--- src/rtl/gif_capture_ctrl.sv ---
// GIF capture sequencer: writes NUM_FRAMES dithered camera frames into
// consecutive frame-store slots, then loops playback of those slots to the display.
module gif_capture_ctrl #(
    parameter int H_PIX      = 320,
    parameter int V_PIX      = 240,
    parameter int NUM_FRAMES = 8,
    parameter int ADDR_W     = 20,
    parameter int PLAY_DIV   = 4
) (
    input  logic              clk_in,
    input  logic              rst_in,
    input  logic              start_in,
    input  logic [3:0]        skip_in,
    input  logic              pix_valid_in,
    input  logic [10:0]       pix_hcount_in,
    input  logic [9:0]        pix_vcount_in,
    input  logic              pix_in,
    input  logic              new_frame_in,
    output logic              wr_en_out,
    output logic [ADDR_W-1:0] wr_addr_out,
    output logic              wr_data_out,
    output logic [ADDR_W-1:0] rd_base_out,
    output logic              play_valid_out,
    output logic              busy_out,
    output logic              done_out,
    output logic [3:0]        cap_count_out
);

    localparam logic [ADDR_W-1:0] FRAME_SZ  = ADDR_W'(H_PIX * V_PIX);
    localparam logic [ADDR_W-1:0] ROW_SZ    = ADDR_W'(H_PIX);
    localparam int                DIV_W     = (PLAY_DIV > 1) ? $clog2(PLAY_DIV) : 1;
    localparam logic [DIV_W-1:0]  DIV_LAST  = DIV_W'(PLAY_DIV - 1);
    localparam logic [3:0]        SLOT_LAST = 4'(NUM_FRAMES - 1);
    localparam logic [4:0]        NUM_F5    = 5'(NUM_FRAMES);

    typedef enum logic [1:0] {
        IDLE    = 2'd0,
        ARM     = 2'd1,
        CAPTURE = 2'd2,
        SKIP    = 2'd3
    } state_t;

    state_t             state_r, state_s;
    logic [3:0]         skip_latch_r, skip_cnt_r, cap_count_r, play_slot_r;
    logic [ADDR_W-1:0]  slot_base_r, wr_addr_r, rd_base_r;
    logic [DIV_W-1:0]   div_cnt_r;
    logic               have_gif_r, wr_en_r, wr_data_r, done_r;
    logic               in_range_s, sof_s, eof_s, start_s, last_slot_s, accept_s;
    logic [ADDR_W-1:0]  addr_s;

    assign in_range_s  = pix_valid_in && (pix_hcount_in < 11'(H_PIX)) && (pix_vcount_in < 10'(V_PIX));
    assign sof_s       = in_range_s && (pix_hcount_in == 11'd0) && (pix_vcount_in == 10'd0);
    assign eof_s       = in_range_s && (pix_hcount_in == 11'(H_PIX - 1)) && (pix_vcount_in == 10'(V_PIX - 1));
    assign start_s     = (state_r == IDLE) && start_in;
    assign last_slot_s = (({1'b0, cap_count_r} + 5'd1) == NUM_F5);
    assign addr_s      = slot_base_r + ADDR_W'(pix_vcount_in) * ROW_SZ + ADDR_W'(pix_hcount_in);

    // State register
    always_ff @(posedge clk_in) begin
        if (rst_in) state_r <= IDLE;
        else        state_r <= state_s;
    end

    // Next-state and pixel-accept decode
    always_comb begin
        state_s  = state_r;
        accept_s = 1'b0;
        case (state_r)
            IDLE: begin
                if (start_in) state_s = ARM;
                else          state_s = IDLE;
            end
            ARM: begin
                if (sof_s) begin
                    accept_s = 1'b1;
                    state_s  = CAPTURE;
                end else begin
                    state_s  = ARM;
                end
            end
            CAPTURE: begin
                accept_s = in_range_s;
                if (eof_s) begin
                    if (last_slot_s)                state_s = IDLE;
                    else if (skip_latch_r == 4'd0)  state_s = ARM;
                    else                            state_s = SKIP;
                end else begin
                    state_s = CAPTURE;
                end
            end
            SKIP: begin
                if (eof_s && ((skip_cnt_r + 4'd1) == skip_latch_r)) state_s = ARM;
                else                                                state_s = SKIP;
            end
            default: state_s = IDLE;
        endcase
    end

    // Capture bookkeeping: slot base accumulator, slot and skip counters
    always_ff @(posedge clk_in) begin
        if (rst_in) begin
            skip_latch_r <= 4'd0;
            skip_cnt_r   <= 4'd0;
            cap_count_r  <= 4'd0;
            slot_base_r  <= '0;
        end else if (start_s) begin
            skip_latch_r <= skip_in;
            skip_cnt_r   <= 4'd0;
            cap_count_r  <= 4'd0;
            slot_base_r  <= '0;
        end else if ((state_r == CAPTURE) && eof_s) begin
            cap_count_r <= cap_count_r + 4'd1;
            if (!last_slot_s) begin
                slot_base_r <= slot_base_r + FRAME_SZ;
                skip_cnt_r  <= 4'd0;
            end
        end else if ((state_r == SKIP) && eof_s) begin
            skip_cnt_r <= skip_cnt_r + 4'd1;
        end
    end

    // Registered frame-store write port and completion pulse
    always_ff @(posedge clk_in) begin
        if (rst_in) begin
            wr_en_r   <= 1'b0;
            wr_addr_r <= '0;
            wr_data_r <= 1'b0;
            done_r    <= 1'b0;
        end else begin
            wr_en_r <= accept_s;
            done_r  <= (state_r == CAPTURE) && eof_s && last_slot_s;
            if (accept_s) begin
                wr_addr_r <= addr_s;
                wr_data_r <= pix_in;
            end
        end
    end

    // Playback scheduler; a fresh capture starts it at slot 0 with the divider cleared
    always_ff @(posedge clk_in) begin
        if (rst_in || start_s) begin
            have_gif_r  <= 1'b0;
            play_slot_r <= 4'd0;
            div_cnt_r   <= '0;
            rd_base_r   <= '0;
        end else if (done_r == 1'b0 && (state_r == CAPTURE) && eof_s && last_slot_s) begin
            have_gif_r  <= 1'b1;
            play_slot_r <= 4'd0;
            div_cnt_r   <= '0;
            rd_base_r   <= '0;
        end else if (have_gif_r && new_frame_in) begin
            if (div_cnt_r == DIV_LAST) begin
                div_cnt_r <= '0;
                if (play_slot_r == SLOT_LAST) begin
                    play_slot_r <= 4'd0;
                    rd_base_r   <= '0;
                end else begin
                    play_slot_r <= play_slot_r + 4'd1;
                    rd_base_r   <= rd_base_r + FRAME_SZ;
                end
            end else begin
                div_cnt_r <= div_cnt_r + DIV_W'(1);
            end
        end
    end

    assign wr_en_out      = wr_en_r;
    assign wr_addr_out    = wr_addr_r;
    assign wr_data_out    = wr_data_r;
    assign rd_base_out    = rd_base_r;
    assign play_valid_out = have_gif_r;
    assign busy_out       = (state_r != IDLE);
    assign done_out       = done_r;
    assign cap_count_out  = cap_count_r;

endmodule
--- config.mk ---
export PLATFORM = sky130hd
export DESIGN_NAME = gif_capture_ctrl
export DESIGN_NICKNAME = d
export VERILOG_FILES = /design/src/rtl/gif_capture_ctrl.sv
export SDC_FILE = /design/constraint.sdc
export NUM_CORES = 1
export LEC_CHECK = 0
export ABC_AREA = 1
export CAP_MARGIN = 25
export CORE_AREA = 2 2 135 98
export DETAILED_ROUTE_END_ITERATION = 12
export DIE_AREA = 0 0 137 100
export PLACE_DENSITY = 0.65
export SYNTH_ARGS = -nofsm -noshare
export SYNTH_HDL_FRONTEND = slang
export SYNTH_SLANG_ARGS = --single-unit
--- constraint.sdc ---
create_clock -name clk_in -period 4.1 [get_ports clk_in]
set_clock_uncertainty 0.05 [all_clocks]
set_input_delay 1.025 -clock clk_in [delete_from_list [all_inputs] [get_ports clk_in]]
set_output_delay 1.025 -clock clk_in [all_outputs]
set_load 0.05 [all_outputs]
; ---- After elaboration in Yosys (flattened, before gate mapping)
; Index checks and enable logic that the tools add are counted.
[word_totals]
input_bits = 31
wordCells = 79
output_inout_bits = 49
regBits = 84
[op_classes]
n_eq_ne = 10
add_sub_neg = 9
magnitude_cmp = 2
mul = 1
reduce_logical = 27
bitwise = 2
n_mux = 15
[op_table]
columns = cell, n
row1 = 20-bit by 17-bit adder with 20-bit output (second input constant), 2
row2 = 20-bit by 11-bit adder with 20-bit output, 1
row3 = 20-bit by 19-bit adder with 20-bit output, 1
row4 = 20-bit 2-to-1 mux, 1
row5 = 4-bit 2-to-1 mux, 4
row6 = 1-bit logical AND, 15
row7 = 10-bit by 3-bit multiplier with 13-bit output (second input constant), 1
row8 = 4-bit by 1-bit adder with 4-bit output (second input constant), 3
row9 = 2-bit 2-to-1 mux, 6
row10 = 11-bit by 9-bit == test with 1-bit output (second input constant), 1
row11 = 11-bit logical NOT, 1
row12 = 11-bit by 9-bit < comparator with 1-bit output (second input constant), 1
row13 = 10-bit by 8-bit == test with 1-bit output (second input constant), 1
row14 = 10-bit logical NOT, 1
row15 = 10-bit by 8-bit < comparator with 1-bit output (second input constant), 1
row16 = 2-bit one-hot mux with 4 select lines, 1
row17 = 2-bit == test (second input constant), 3
row18 = 2-bit AND reduction, 3
row19 = 4-bit by 1-bit adder with 5-bit output (second input constant), 1
row20 = 5-bit by 4-bit == test with 1-bit output (second input constant), 1
row21 = 4-bit by 3-bit == test with 1-bit output (second input constant), 1
row22 = 4-bit == test, 1
row23 = 4-bit logical NOT, 1
row24 = 2-bit nonzero test, 2
row25 = other kinds (9), 12

; ---- Longest topological paths before layout
; Gate-level depths: netlist of run 1.
[depth]
word_depth = 8
ltp_mapped = 21
depth_no_buf = 21

; ---- Worst setup path after synthesis of run 1
; OpenSTA, ideal clock, no wires.
[synth_path]
path_kind = input-to-reg
start = in pix_vcount_in[2]
end = reg wr_addr_r[16], in the netlist wr_addr_out[16]
setup_ps = 113
arrival_time_ps = 3577
required_ps = 3937
path_slack_ps = 360
cell_stages = 19
n_path_buf = 0
path_cell_list = ha_1 > ha_1 > nand2_1 > nand2_1 > nand3_1 > nand2_1 > a21oi_1 > o21bai_1 > xor2_1 > ha_1 > ha_1 > inv_1 > o21ai_0 > a31oi_1 > nand2_1 > nand2_1 > nand2_1 > nor2_1 > nor2_1
[synth_via]
elab_chain_cells = 6
word_cells_on_any_way = 10
classes_between = add/sub: 2 / mul: 1 / order compare: 1 / mux: 2 / reduce/logical: 4
[synth_lines]
columns = item, line_no
row1 = from (decl), 16  ; input logic [9:0] pix_vcount_in,
row2 = branches (longest 6 deep; another with 20-bit by 19-bit adder with 20-bit output), -
row3 = to (signal assigned), 133  ; wr_addr_r <= addr_s;
row4 = to (decl), 45  ; logic [ADDR_W-1:0] slot_base_r, wr_addr_r, rd_base_r;
; Parallel ways; which one is timed is not known.
; A chain may end at the register's enable or synchronous reset.

; ---- Worst setup path in the final report of run 1
[layout_path]
start = in pix_vcount_in[8]
end = reg wr_addr_r[18], in the netlist wr_addr_out[18]
; Same word-level chain as after synthesis.

==> results of run 1 <==
[metal layers]
layer | vias up | share of wire (%)
met3 | 8 | 6.4
met5 | - | 0
met1 | 1968 | 53
met2 | 118 | 39
met4 | 0 | 0.92
li1 | 2389 | -
[cell type report]
type,instances,area (sq um),share of cell area (%)
Clock inverter,6,60.1,0.991
Timing Repair Buffer,106,986,16.3
Multi-Input combinational cell,520,3010,49.6
Tap cell,166,208,3.43
Sequential cell,64,1280,21.1
Inverter,77,289,4.77
Clock buffer,10,229,3.78
[Yosys cell counts, drive strengths merged (10+ instances only)]
master,instances
a21oi,54
buf,19
dfxtp,64
ha,52
inv,74
nand2,158
nand3,57
nand3b,14
nand4,13
nor2,94
o21ai,18
xnor2,10
xor2,16
[worst max-delay path, cell delays in order]
cell and delay (ns):
clkdlybuf4s50_1 0.49, ha_1 0.24, ha_1 0.31, a21oi_1 0.13
nor2_1 0.07, a211oi_2 0.18, nand2_1 0.07, nor2_1 0.11
nor2_1 0.06, ha_1 0.28, ha_1 0.34, inv_2 0.10
o21ai_0 0.09, a31oi_1 0.19, nand2_1 0.08, nand2_1 0.05
nand2_1 0.04, nor2_1 0.08, nor2_1 0.05
[power by group]
part           switching [mW]  internal (mW)
Clock                   0.288          0.467
Combinational           0.243          0.207
Sequential            0.00296          0.626
Total                   0.534           1.30
[stage by stage]
stage	util (%)	total power, mW	setup TNS, ns	cell area [sq um]
after global placement	45.0	1.08	-1.85	5680
after floorplan	-	0.908	0	4650
after CTS	47.3	1.83	0	5960
final	48.1	1.83	0	6060
after detailed placement	45.0	1.07	-2.10	5680
after global routing	48.1	1.93	0	6060
[state kept, by name, summed over array words and instances (netlist names), 2 cells and up]
register       flops
slot_base_r       10
rd_base_out       10
div_cnt_r          2
state_r            2
play_slot_r        4
cap_count_out      4
wr_addr_out       20
skip_latch_r       4
skip_cnt_r         4
[worst paths after layout]
kind | endpoint | slack, ns | startpoint | depth (start not counted)
min | div_cnt_r[1] | 0.43 | div_cnt_r[1] | 2
max reg2reg | wr_addr_out[17] | 1.71 | slot_base_r[10] | 14
max | wr_addr_out[18] | 0.29 | pix_vcount_in[8] | 19
min reg2reg | div_cnt_r[1] | 0.43 | div_cnt_r[1] | 2
[cell usage in the layout, fill, tap and decap left out, types with 3 or more instances in the layout]
cell             synthesis  routed
nand2_1                153     152
nor2_1                  87      87
inv_1                   72      71
dfxtp_1                 64      64
clkdlybuf4s50_1          0      62
nand3_1                 55      55
a21oi_1                 54      53
ha_1                    52      47
buf_4                   13      37
o21ai_0                 18      16
xor2_1                  16      16
nand3b_1                14      14
nand4_1                 13      13
xnor2_1                 10      10
conb_1                   1      10
clkbuf_16                0       9
dlymetal6s2s_1           0       7
nand2_2                  5       6
nor2_2                   5       5
nor3_1                   6       5
a31oi_1                  5       5
ha_4                     0       5
inv_2                    2       3
clkinv_1                 3       3
clkinv_2                 0       3
[cell families (layout without fill, tap and decap cells)]
kind of cell               Yosys count  after routing
AOI/OAI and AO/OA                   83             83
xor gates and xnor gates            26             26
adders and majority gates           54             54
buffers and inverters              101            199
DFF                                 64             64
muxes                                1              1
other                                1             10
and+or+nand+nor                    346            346
[repair_timing]
item,CTS,global route
gates resized for setup,0,20
hold endpoints to repair,0,0
endpoints found under the setup margin,0,7
==> results by group, run 1 <==
STA
  – Final setup violation count: 0
  – Fmax: 262 MHz
  – Fin crit period: 3.81 ns
  – Final Hold Vio Count: 0
  – Rel. slew slack: 31.5%
  – Final period util: between 90% and 100%
  – Hold WS: 0.426 ns
  – RSZ-0062 raised after global routing: no
  – Final setup margin: 0.287 ns
  – Max Slew Vio Count: 0
  – Slew @ Worst Pin: 1.03 ns

Synthesis
  – Cells after Synth: 676
  – Post-synth EDFFs: 0
  – Seq cells post-synth: 64
  – Synth Area in Adders: 15.0%
  – Synth top area cells: dfxtp_1 (28%), ha_1 (14%), nand2_1 (12%)
  – Primary FF master, synth: dfxtp_1
  – Sequential cell area fraction in the yosys report: 27.8%
  – Share of the synthesized area in the top cell type: ~28%
  – Async S/R FF share, synth: 0%
  – Yosys cell types: 37
  – Mean Syn Cell Area: 6.83 sq um
  – Post-Syn Area: 0.00462 sq mm
  – Simple-gate share of the synthesized area: 33.1%
  – Mux contribution to synthesized area: less than 1%
  – Synth Area in Compound Gates: 9.43%
  – Largest family of logic cells by synthesized area: simple AND/OR/NAND/NOR gates
  – Synth warnings: 0
  – Largest area contributor in the netlist: dfxtp_1
  – Xor/xnor share of the synthesized area: under 10%

Layout
  – Finished Layout Cells: 949
  – Syn-to-layout area delta: 31.3%
  – Fraction of layout instances using a drive strength above 1: between 10% and 20%
  – NumNets Final: 863
  – Ant diodes: 0
  – Fillers: 1246

Global routing
  – Gr usage total: ~18%
  – Largest net degree at the start of global routing: 34
  – Initial antenna violation count: 0
  – Overflow left after global routing: 0
  – M3 GR Usage: 5.00%
  – Grt met2 use: 24.7%
  – Layer with the highest usage: met1
  – Vias in the first global route: approximately 4.2k
  – Met1 usage: around a quarter
  – First-pass GRT wire length: 19500 microns

Floorplan
  – Die ar.: 0.0137 sq mm
  – Io pins: 80
  – Die W: 137 microns
  – Initial core utilization: 36.6%
  – Die height: 100 microns
  – # rows: 35
  – Core Area: approximately 0.013 sq mm

Critical path
  – Worst Path Required: 4.27 ns
  – Crit path kind: in2reg
  – Arr. time, crit path: 3.99 ns
  – Worst setup SP type: primary input
  – Worst-path fanout max: 4
  – CP endpoint kind: register

Clock network
  – Clk Latency, worst-skew pair: ~0.33 ns
  – Clk sink count: 64
  – Clk buf depth: 2
  – H-Tree Level Count: 3
  – Setup Fix Bufs, Post-CTS: 0
  – TritonCTS buffer count: 9
  – CTS tree: yes
  – Hold buffer count at CTS: 0
  – Root Driver: clkbuf_16
  – Clock-pin slew on the worst setup and hold paths: approximately 0.060 ns

Outcome
  – Run status: complete, no violations

Pwr
  – Pwr/cell area: roughly 300 mW/mm^2
  – Leak: 2.73 nW
  – Peak supply drop: 0.000214 V

Routing
  – Drc violations: 0
  – Initial drt markers: 331
  – Post-DR wirelength/cell: 12.1 microns
  – Drt via density: 4.72
  – DR vias: 4483
  – Drt total wl: 11500 microns
  – Drt pass-1 iters: 7
  – Post-route ant nets: 0

Place
  – Placed Cells: slightly above 900
  – Place WS: -0.345 ns
  – DP Wirelength: 8670 microns
  – Routability cong.: a little under 0.9
  – IO buf count: a little under 70

Job
  – Maxcap violations: 0

Hold path
  – Hold WC Path Type: reg2reg
Power figures use the tool's default switching activity.
==> run 2, diff against run 1 <==
- PLACE_DENSITY: 0.65 -> default
- clock period: 4.1 -> 3.5 ns (I/O delays scaled with it)
==> results by group, run 2 (synthesized netlist as in run 1, its figures left out) <==
Critical path
  – Internal reg-to-reg setup slack: ~1.1 ns
  – Worst Path Required: between 3 and 4 ns
  – Worst Path Buf+Inv: 2
  – Worst-path fanout max: 6
  – Worst path slowest cell: ha_4
  – CP endpoint kind: register
  – Arr. time, crit path: 3.51 ns
  – Critical path cell sequence: clkbuf_4 -> ha_4 -> ha_4 -> nand2_2 -> nand2_2 -> nand3_1 -> nand2_2 -> a21oi_4 -> o21bai_1 -> xor2_1 -> ha_1 -> ha_4 -> inv_2 -> o21ai_4 -> a31oi_4 -> nand3_1 -> nand2_1 -> nor2_1 -> nor2_1
  – Largest stage delay on the critical path: 0.32 ns
  – Top delay family on crit path: adder cells
  – Crit path kind: in2reg
  – Worst setup SP type: primary input

Place
  – DP Wirelength: 9550 microns
  – Place WS: -0.787 ns
  – Routability cong.: 0.858
  – IO buf count: 69
  – Placed Cells: roughly 940
  – Cell Area, Placed: roughly 0.0058 sq mm

Clock network
  – Clock-pin slew on the worst setup and hold paths: 0.06 ns
  – Clk buf depth: 2
  – Root Driver: clkbuf_16
  – TritonCTS buffer count: 9
  – Hold buffer count at CTS: 0
  – CTS tree: yes
  – Clk Latency, worst-skew pair: 0.33 ns
  – H-Tree Level Count: 3
  – Clk sink count: 64

Layout
  – Ant diodes: 0
  – Fraction of layout instances using a drive strength above 1: 17.9%
  – Multi-input gate area: 0.00332 sq mm
  – Finished Layout Cells: 955
  – FF+latch area: 0.00128 sq mm
  – Post-route cell area: 0.00638 sq mm
  – Most frequent cells in the layout: nand2_1 (143), nor2_1 (84), inv_1 (67)
  – Commonest non-fill, non-tap cell in the layout: nand2_1
  – NumNets Final: 869
  – Fillers: 1240
  – Max FFs per register: 20
  – Syn-to-layout area delta: 38.1%

Floorplan
  – Io pins: 80
  – Initial core utilization: 36.6%
  – Core Area: approximately 0.013 sq mm
  – # rows: 35
  – Die ar.: roughly 0.014 sq mm
  – Die height: 100 microns
  – Die W: approximately 140 microns

Routing
  – Drc violations: 0
  – DR vias: 4630
  – Post-DR wirelength/cell: 13.1 microns
  – Drt pass-1 iters: 4
  – Drt via density: 4.85
  – Drt total wl: 12500 microns
  – Post-route ant nets: 0
  – Initial drt markers: 203

Global routing
  – First-pass GRT wire length: 20900 microns
  – Largest net degree at the start of global routing: 33
  – Initial antenna violation count: 0
  – Overflow left after global routing: 0
  – Vias in the first global route: 4525
  – Gr usage total: 19.0%

STA
  – Max Slew Vio Count: 0
  – Final setup margin: 0.170 ns
  – Fin crit period: 3.33 ns
  – Hold WS: 0.426 ns
  – Slew @ Worst Pin: 0.560 ns
  – Final period util: 95.1%
  – Final Hold Vio Count: 0
  – Rel. slew slack: around 63%
  – Fmax: approximately 300 MHz
  – Final setup violation count: 0

Pwr
  – Peak supply drop: 0.000250 V
  – Pwr/cell area: 351 mW/mm^2
  – Leak: 2.71 nW

Hold path
  – Hold WC Path Type: reg2reg

Job
  – Maxcap violations: 0

Outcome
  – Run status: complete, no violations
## run 2: cell count changes in the layout (fill, tap and decap cells not counted), moves of 7 or more
cell,change
nand2_1,-9
dlymetal6s2s_1,-7
nand2_2,+9
ha_1,-17
ha_4,+15
## run 2: worst register-to-register path: stages (launching register included)
cell,delay [ns]
dfxtp_1,0.34
inv_1,0.11
fa_1,0.52
inv_1,0.04
ha_1,0.34
a21oi_1,0.19
nand2_1,0.12
nand2_1,0.07
nand2_1,0.08
xnor2_1,0.21
nand3_1,0.10
nand2_1,0.09
nor2_1,0.04
## run 2: power by group
part	internal (mW)	total (mW)	switching [mW]
clock network	0.522	0.873	0.352
registers	0.733	0.737	0.00315
logic	0.293	0.626	0.334
total	1.55	2.24	0.689
## run 2: layout make-up
cell class | instances | share of cell area, %
clock buffer | 11 | 3.96
clock inverter | 5 | 0.589
inverter | 77 | 4.57
multi-input combinational | 520 | 52.1
sequential | 64 | 20.1
tap | 166 | 3.26
timing repair buffer | 112 | 15.4
## run 2: worst paths after layout
| check | cells after the start | from | to |
|---|---|---|---|
| max | 19 | pix_vcount_in[4] | wr_addr_out[18] |
| min | 2 | div_cnt_r[1] | div_cnt_r[1] |
| max reg2reg | 12 | slot_base_r[10] | wr_addr_out[13] |
| min reg2reg | 2 | div_cnt_r[1] | div_cnt_r[1] |
## run 2: per-layer routing
| layer | wire length [microns] | GRT usage (%) | up-vias |
|---|---|---|---|
| met5 | 0 | 0 | - |
| met4 | 197 | 5.47 | 0 |
| met3 | 770 | 4.90 | 16 |
| met2 | 5550 | 30.4 | 108 |
| met1 | 5970 | 25.2 | 2106 |
| li1 | - | - | 2400 |
## run 2: per-stage QoR
step | setup TNS [ns] | util [%] | total power [mW]
6_report | 0 | 50.6 | 2.24
5_1_grt | -0.0393 | 50.6 | 2.35
4_1_cts | 0 | 49.5 | 2.21
3_5_place_dp | -6.45 | 45.6 | 1.29
3_3_place_gp | -5.89 | 45.6 | 1.28
2_1_floorplan | 0 | - | 1.08
## run 2: timing repair
item,in CTS,in global routing
setup buffers,0,1
setup endpoints to repair,9,7
endpoints found under the hold margin,0,0
pin swaps,23,26
resized for setup,47,47
